**config.mk**
```make
export PLATFORM = sky130hd
export DESIGN_NAME = button_sprite_ctrl_flat
export DESIGN_NICKNAME = d
export VERILOG_FILES = /design/src/rtl/button_sprite_ctrl_if.sv /design/src/rtl/button_sprite_ctrl.sv /design/src/flat_wrapper.sv
export SDC_FILE = /design/constraint.sdc
export NUM_CORES = 1
export LEC_CHECK = 0
export ABC_AREA = 1
export BUFFER_PORTS_ARGS = -buffer_cell sky130_fd_sc_hd__buf_2
export CAP_MARGIN = 20
export CORE_ASPECT_RATIO = 1.25
export CORE_MARGIN = 1.5
export CORE_UTILIZATION = 55
export CTS_CLUSTER_SIZE = 14
export DETAILED_ROUTE_END_ITERATION = 10
export PLACE_DENSITY = 0.78
export SLEW_MARGIN = 0
export SYNTH_ARGS = -nofsm -noshare
export SYNTH_HDL_FRONTEND = slang
export SYNTH_SLANG_ARGS = --single-unit
```
**constraint.sdc**
```tcl
create_clock -name vga_clk -period 9.9 [get_ports vga_clk]
set_clock_uncertainty 0.15 [all_clocks]
set_input_delay 0.495 -clock vga_clk [delete_from_list [all_inputs] [get_ports vga_clk]]
set_output_delay 0.495 -clock vga_clk [all_outputs]
set_load 0.005 [all_outputs]
```
**src/rtl/button_sprite_ctrl_if.sv**
```systemverilog
// rtl/button_sprite_ctrl_if.sv - pixel/player inputs and ROM/flag outputs of the button sprite controller
interface button_sprite_ctrl_if #(
    parameter int NUM_BTN = 2
);
    logic [9:0]         DrawX;
    logic [9:0]         DrawY;
    logic [9:0]         fb_x;
    logic [9:0]         fb_y;
    logic [9:0]         wg_x;
    logic [9:0]         wg_y;
    logic [8:0]         rom_address;
    logic               btn_on;
    logic [NUM_BTN-1:0] btn_pressed;

    modport master (
        output DrawX, DrawY, fb_x, fb_y, wg_x, wg_y,
        input  rom_address, btn_on, btn_pressed
    );

    modport slave (
        input  DrawX, DrawY, fb_x, fb_y, wg_x, wg_y,
        output rom_address, btn_on, btn_pressed
    );
endinterface

```
**src/rtl/button_sprite_ctrl.sv**
```systemverilog
// rtl/button_sprite_ctrl.sv - press FSMs and shared ROM scheduling for NUM_BTN button sprites
// Optional BUTTON_LATCH_EN: DOWN becomes terminal until Reset (one-shot switches).
module button_sprite_ctrl #(
    parameter int                       NUM_BTN        = 2,
    parameter logic [NUM_BTN*10-1:0]    BTN_X_LIST     = {10'd140, 10'd505},
    parameter logic [NUM_BTN*10-1:0]    BTN_Y_LIST     = {10'd400, 10'd253},
    parameter int                       SPRITE_W       = 20,
    parameter int                       SPRITE_H       = 20,
    parameter int                       PRESS_DEPTH    = 4,
    parameter int                       RELEASE_FRAMES = 8
) (
    input  logic                 vga_clk,
    input  logic                 Reset,
    button_sprite_ctrl_if.slave  sprite_bus
);
    localparam int DW = $clog2(PRESS_DEPTH + 1);
    localparam int VW = $clog2(RELEASE_FRAMES + 1);
    localparam logic [DW-1:0] PD_MAX = DW'(PRESS_DEPTH);
    localparam logic [DW-1:0] PD_M1  = DW'(PRESS_DEPTH - 1);
    localparam logic [VW-1:0] RF_M1  = VW'(RELEASE_FRAMES - 1);
    localparam logic [10:0]   W11    = 11'(SPRITE_W);
    localparam logic [10:0]   H11    = 11'(SPRITE_H);
    localparam logic [10:0]   PD11   = 11'(PRESS_DEPTH);
    localparam logic [9:0]    W10    = 10'(SPRITE_W);

    typedef enum logic [1:0] {ST_UP, ST_PRESSING, ST_DOWN, ST_RELEASING} btn_state_t;

    btn_state_t         state_q [NUM_BTN];
    btn_state_t         state_d [NUM_BTN];
    logic [DW-1:0]      depth_q [NUM_BTN];
    logic [DW-1:0]      depth_d [NUM_BTN];
    logic [VW-1:0]      vac_q   [NUM_BTN];
    logic [VW-1:0]      vac_d   [NUM_BTN];
    logic [NUM_BTN-1:0] occ;
    logic [NUM_BTN-1:0] hit;
    logic [NUM_BTN-1:0] pressed_d;
    logic [8:0]         rom_d;
    logic [9:0]         bx, by, dx, dy;
    logic               frame_tick;
    logic               btn_on_q;
    logic [NUM_BTN-1:0] btn_pressed_q;

    assign frame_tick = (sprite_bus.DrawX == 10'd0) && (sprite_bus.DrawY == 10'd480);

    // Foot zone reaches 2 px above the cap and down to the fully sunk top; 11-bit math avoids underflow.
    function automatic logic foot_in(input logic [9:0] fx, input logic [9:0] fy,
                                     input logic [9:0] ox, input logic [9:0] oy);
        return ({1'b0, fx} >= {1'b0, ox}) && ({1'b0, fx} < {1'b0, ox} + W11) &&
               ({1'b0, fy} + 11'd2 >= {1'b0, oy}) && ({1'b0, fy} <= {1'b0, oy} + PD11);
    endfunction

    always_comb begin
        occ = '0;
        for (int i = 0; i < NUM_BTN; i++) begin
            occ[i] = foot_in(sprite_bus.fb_x, sprite_bus.fb_y, BTN_X_LIST[i*10 +: 10], BTN_Y_LIST[i*10 +: 10]) ||
                     foot_in(sprite_bus.wg_x, sprite_bus.wg_y, BTN_X_LIST[i*10 +: 10], BTN_Y_LIST[i*10 +: 10]);
        end
    end

    always_ff @(posedge vga_clk) begin
        if (Reset) begin
            for (int i = 0; i < NUM_BTN; i++) begin
                state_q[i] <= ST_UP;
                depth_q[i] <= '0;
                vac_q[i]   <= '0;
            end
            btn_on_q      <= 1'b0;
            btn_pressed_q <= '0;
        end else begin
            for (int i = 0; i < NUM_BTN; i++) begin
                state_q[i] <= state_d[i];
                depth_q[i] <= depth_d[i];
                vac_q[i]   <= vac_d[i];
            end
            btn_on_q      <= |hit;
            btn_pressed_q <= pressed_d;
        end
    end

    always_comb begin
        for (int i = 0; i < NUM_BTN; i++) begin
            state_d[i] = state_q[i];
            depth_d[i] = depth_q[i];
            vac_d[i]   = vac_q[i];
            if (frame_tick) begin
                case (state_q[i])
                    ST_UP, ST_PRESSING, ST_RELEASING: begin
                        // Pressing always resumes from the current depth, so a re-press never jumps back to 1.
                        if (occ[i]) begin
                            vac_d[i] = '0;
                            if (depth_q[i] >= PD_M1) begin
                                depth_d[i] = PD_MAX;
                                state_d[i] = ST_DOWN;
                            end else begin
                                depth_d[i] = depth_q[i] + 1'b1;
                                state_d[i] = ST_PRESSING;
                            end
                        end else if (state_q[i] == ST_PRESSING) begin
                            state_d[i] = ST_RELEASING;
                        end else if (state_q[i] == ST_RELEASING) begin
                            if (depth_q[i] <= DW'(1)) begin
                                depth_d[i] = '0;
                                state_d[i] = ST_UP;
                            end else begin
                                depth_d[i] = depth_q[i] - 1'b1;
                            end
                        end
                    end
                    ST_DOWN: begin
`ifdef BUTTON_LATCH_EN
                        state_d[i] = ST_DOWN;
`else
                        if (occ[i]) begin
                            vac_d[i] = '0;
                        end else if (vac_q[i] >= RF_M1) begin
                            vac_d[i]   = '0;
                            state_d[i] = ST_RELEASING;
                        end else begin
                            vac_d[i] = vac_q[i] + 1'b1;
                        end
`endif
                    end
                    default: state_d[i] = ST_UP;
                endcase
            end
        end
    end

    // Descending scan so the lowest-index hit is written last and owns the ROM address.
    always_comb begin
        hit       = '0;
        pressed_d = '0;
        rom_d     = '0;
        bx        = '0;
        by        = '0;
        dx        = '0;
        dy        = '0;
        for (int i = NUM_BTN - 1; i >= 0; i--) begin
            pressed_d[i] = (state_d[i] == ST_DOWN);
            bx = BTN_X_LIST[i*10 +: 10];
            by = BTN_Y_LIST[i*10 +: 10];
            hit[i] = ({1'b0, sprite_bus.DrawX} >= {1'b0, bx}) &&
                     ({1'b0, sprite_bus.DrawX} <  {1'b0, bx} + W11) &&
                     ({1'b0, sprite_bus.DrawY} >= {1'b0, by} + 11'(depth_q[i])) &&
                     ({1'b0, sprite_bus.DrawY} <  {1'b0, by} + H11);
            if (hit[i]) begin
                dx    = sprite_bus.DrawX - bx;
                dy    = sprite_bus.DrawY - by - 10'(depth_q[i]);
                rom_d = 9'(dx + dy * W10);
            end
        end
    end

    assign sprite_bus.rom_address = rom_d;
    assign sprite_bus.btn_on      = btn_on_q;
    assign sprite_bus.btn_pressed = btn_pressed_q;
endmodule
```
**src/flat_wrapper.sv**
```systemverilog
// flat-port wrapper written by rule: the top's interface ports become plain ports
module button_sprite_ctrl_flat 
#(
    parameter int                       NUM_BTN        = 2,
    parameter logic [NUM_BTN*10-1:0]    BTN_X_LIST     = {10'd140, 10'd505},
    parameter logic [NUM_BTN*10-1:0]    BTN_Y_LIST     = {10'd400, 10'd253},
    parameter int                       SPRITE_W       = 20,
    parameter int                       SPRITE_H       = 20,
    parameter int                       PRESS_DEPTH    = 4,
    parameter int                       RELEASE_FRAMES = 8
)
  (vga_clk, Reset, sprite_bus_DrawX, sprite_bus_DrawY, sprite_bus_fb_x, sprite_bus_fb_y, sprite_bus_wg_x, sprite_bus_wg_y, sprite_bus_rom_address, sprite_bus_btn_on, sprite_bus_btn_pressed);
  button_sprite_ctrl_if #(.NUM_BTN(NUM_BTN)) sprite_bus_i ();
  input  logic vga_clk;
  input  logic Reset;
  input wire logic [$bits(sprite_bus_i.DrawX)-1:0] sprite_bus_DrawX;
  input wire logic [$bits(sprite_bus_i.DrawY)-1:0] sprite_bus_DrawY;
  input wire logic [$bits(sprite_bus_i.fb_x)-1:0] sprite_bus_fb_x;
  input wire logic [$bits(sprite_bus_i.fb_y)-1:0] sprite_bus_fb_y;
  input wire logic [$bits(sprite_bus_i.wg_x)-1:0] sprite_bus_wg_x;
  input wire logic [$bits(sprite_bus_i.wg_y)-1:0] sprite_bus_wg_y;
  output wire logic [$bits(sprite_bus_i.rom_address)-1:0] sprite_bus_rom_address;
  output wire logic [$bits(sprite_bus_i.btn_on)-1:0] sprite_bus_btn_on;
  output wire logic [$bits(sprite_bus_i.btn_pressed)-1:0] sprite_bus_btn_pressed;
  assign sprite_bus_i.DrawX = sprite_bus_DrawX;
  assign sprite_bus_i.DrawY = sprite_bus_DrawY;
  assign sprite_bus_i.fb_x = sprite_bus_fb_x;
  assign sprite_bus_i.fb_y = sprite_bus_fb_y;
  assign sprite_bus_i.wg_x = sprite_bus_wg_x;
  assign sprite_bus_i.wg_y = sprite_bus_wg_y;
  assign sprite_bus_rom_address = sprite_bus_i.rom_address;
  assign sprite_bus_btn_on = sprite_bus_i.btn_on;
  assign sprite_bus_btn_pressed = sprite_bus_i.btn_pressed;
  button_sprite_ctrl #(.NUM_BTN(NUM_BTN), .BTN_X_LIST(BTN_X_LIST), .BTN_Y_LIST(BTN_Y_LIST), .SPRITE_W(SPRITE_W), .SPRITE_H(SPRITE_H), .PRESS_DEPTH(PRESS_DEPTH), .RELEASE_FRAMES(RELEASE_FRAMES)) u_core (.vga_clk(vga_clk), .Reset(Reset), .sprite_bus(sprite_bus_i));
endmodule
```
==> results.md <==
* Worst-Margin Slew at about 0.62 ns
* CP startpoint kind: flop
* Post-synthesis cell count at 761
* IR drop worst, VDD at between 0.00004 and 0.00005 V
* Min Tclk post-route at between 5 and 6 ns
* Most frequent cell on the critical path: nand2_1
* Most frequent cells in the layout: nand2_1, inv_1, ha_1, nor2_1, buf_2
* Fraction of layout cells with a size suffix above 1 at 0.129
* Final nets at about 990
* Wirelength per Cell at between 10 and 15 um
* Vias in the first global route at about 4800
* H-tree Lvls at 1
* RSZ-0062 raised after global routing: no
* Req. time, crit path at 9.26 ns
* Peak Freq at about 180 MHz
* Number of hold violations in the final report at 0
* Critical path class: flop to output port
* CTS sink cnt at 21
* Io pins at 74
* Final RePlAce weighted congestion at ~0.87
* Initial Utilization at 0.566
* Root Buffer: clkbuf_8
* CP delay by family, top: adder cells
* Final setup fails at 0
* Synthesized Nets at 915
* Fin crit share at 0.551
* YS warnings at 0
* Resized cells post-CTS at 0
* Mapped cell area at 4640 um2
* Crit-path max cell delay at between 0.5 and 0.6 ns
* Initial antenna violation count at 0
* Critical path data arrival time at between 4 and 5 ns
* Synth area leader: ha_1
* Post-synth EDFFs at 0
* Final WL at around 12 mm
* Inserted Diodes at 0
* Failing checks: design-rule violations
* Share of the synthesized area in the top cell type at 0.229
* Synth area leaders: ha_1, nand2_1, inv_1
* # hold bufs at CTS at 0
* Distinct cell type count after synthesis at between 40 and 50
* Clock slew at reported path FFs at 0.08 ns
* Post-DRT Antenna Nets at 0
* Die Wd at around 85 um
* Status: finished, violations left
* Synth Flop Type: dfxtp_1
* # port buffers at 73
* Num rows at 37
* Leak Pwr at 2.98 nW
* Relative slew slack at 0.580
* Slew Viols, Final at 0
* Crit end category: output port
* CTS Buf Count at 3
* Buf/Inv on CP at 6
* DRC at 4
* Most common cell after layout, fill and taps aside: nand2_1
* Min-delay worst type: flop to flop
* # fillers at about 800
* Die area at roughly 9000 um2
* Detailed Route Iter0 Violations at 180
* Chip height at ~110 um
* Post-CTS Setup Inserts at 0
* Via-to-Cell Ratio at between 5 and 6
* Synth Register Bits at 21
* Core ar. at ~8200 um2
* Clock latency on the worst-skew pair at 0.26 ns
* Sequential element share of the synthesized area at 0.0906
* Vias at approximately 5000
* Area delta synth->final at 10.8%
* Tot Pwr at 0.000473 W
* Largest net degree at the start of global routing at 13
* Critical-path maximum fanout at 5
* Post-Syn Area per Cell at 6.09 um2
* Pwr dens at between 90 and 100 nW/um2
* CP max-delay cell: fa_1
* First-pass GRT wire length at roughly 20 mm
* Final HPWL DP at 10.2 mm
* Max-Cap Viols at 0
* GRT Util Overall at 0.261
* Asr flop ratio synth at 0
* Grt total ovfl at 0
* Drt first pass iters at 7
* CTS Buffer Depth at 2
* CTS tree: built
* Fin Setup TNS at 0 ns
cells in the mapped netlist, drive strengths merged (7+ instances only):
library cell	instances
xnor2	11
nor2	85
inv	136
fa	7
nand4	20
nor3	9
nor4	8
dfxtp	21
nand3	54
nand2	204
xor2	13
o21ai	33
a21oi	40
ha	85
where the power goes:
| group | internal [W] | switching [W] |
|---|---|---|
| Clock | 0.0000280 | 0.0000278 |
| Combinational | 0.000138 | 0.000195 |
| Sequential | 0.0000844 | 0.0000000171 |
| Total | 0.000250 | 0.000223 |
worst paths after layout:
check                       startpoint  slack, ns  depth (start not counted)                        end
hold reg to reg     u_core.vac_q[0][6]       0.35                          2         u_core.vac_q[0][6]
setup / recovery  u_core.depth_q[0][4]       4.45                         26  sprite_bus_rom_address[8]
setup reg to reg  u_core.depth_q[0][0]       7.31                         16   u_core.sprite_bus.btn_on
hold / removal      u_core.vac_q[0][6]       0.35                          2         u_core.vac_q[0][6]
kinds of logic after synthesis:
| kind of cell | Yosys count | synth area share |
|---|---|---|
| XOR/XNOR | 24 | 0.0453 |
| adder cells (fa/ha/maj) | 92 | 0.260 |
| AND/OR/NAND/NOR | 390 | 0.373 |
| buffers and inverters | 141 | 0.117 |
| AO/OA/AOI/OAI | 93 | 0.114 |
| flip-flops | 21 | 0.0906 |
flip-flops by register name, summed over array words and instances, names as in the netlist:
| name | flops |
|---|---|
| u_core.depth_q | 6 |
| u_core.state_q | 4 |
| u_core.sprite_bus.btn_pressed | 2 |
| u_core.vac_q | 8 |
| u_core.sprite_bus.btn_on | 1 |
layer usage:
metal  wire length [um]  part of all wire  GRT usage
met1               4520              0.38      0.254
met4                416             0.035      0.109
met5                  0                 0          0
met2               6380              0.54      0.541
met3                438             0.037     0.0211
area by class of cell:
class | instances | area [um2] | share of cell area
multi-input cells | 599 | 3670 | 0.715
inverters | 137 | 514 | 0.100
clock buffers | 3 | 41.3 | 0.00803
well taps | 97 | 121 | 0.0236
flip-flops and latches | 21 | 420 | 0.0818
repair buffers | 73 | 365 | 0.0711
clock inverters | 1 | 5.00 | 0.000973
stage by stage:
stage	util	cells	hold slack (ns)	setup WS, ns	cell area [um2]
2_1_floorplan	-	761	0.306	5.13	4640
3_3_place_gp	0.622	927	0.328	4.75	5090
3_5_place_dp	0.622	927	0.341	4.60	5090
4_1_cts	0.627	931	0.352	4.48	5140
5_1_grt	0.627	931	0.373	4.09	5140
6_report	0.627	931	0.355	4.45	5140
worst min-delay path: cells and delay by family, from the launching register on:
kind	cells	cell delay, ns
flip-flops	1	0.33
AND/OR/NAND/NOR	1	0.07
AO/OA/AOI/OAI	1	0.05
Note: power is estimated with default switching activity, not from simulation.
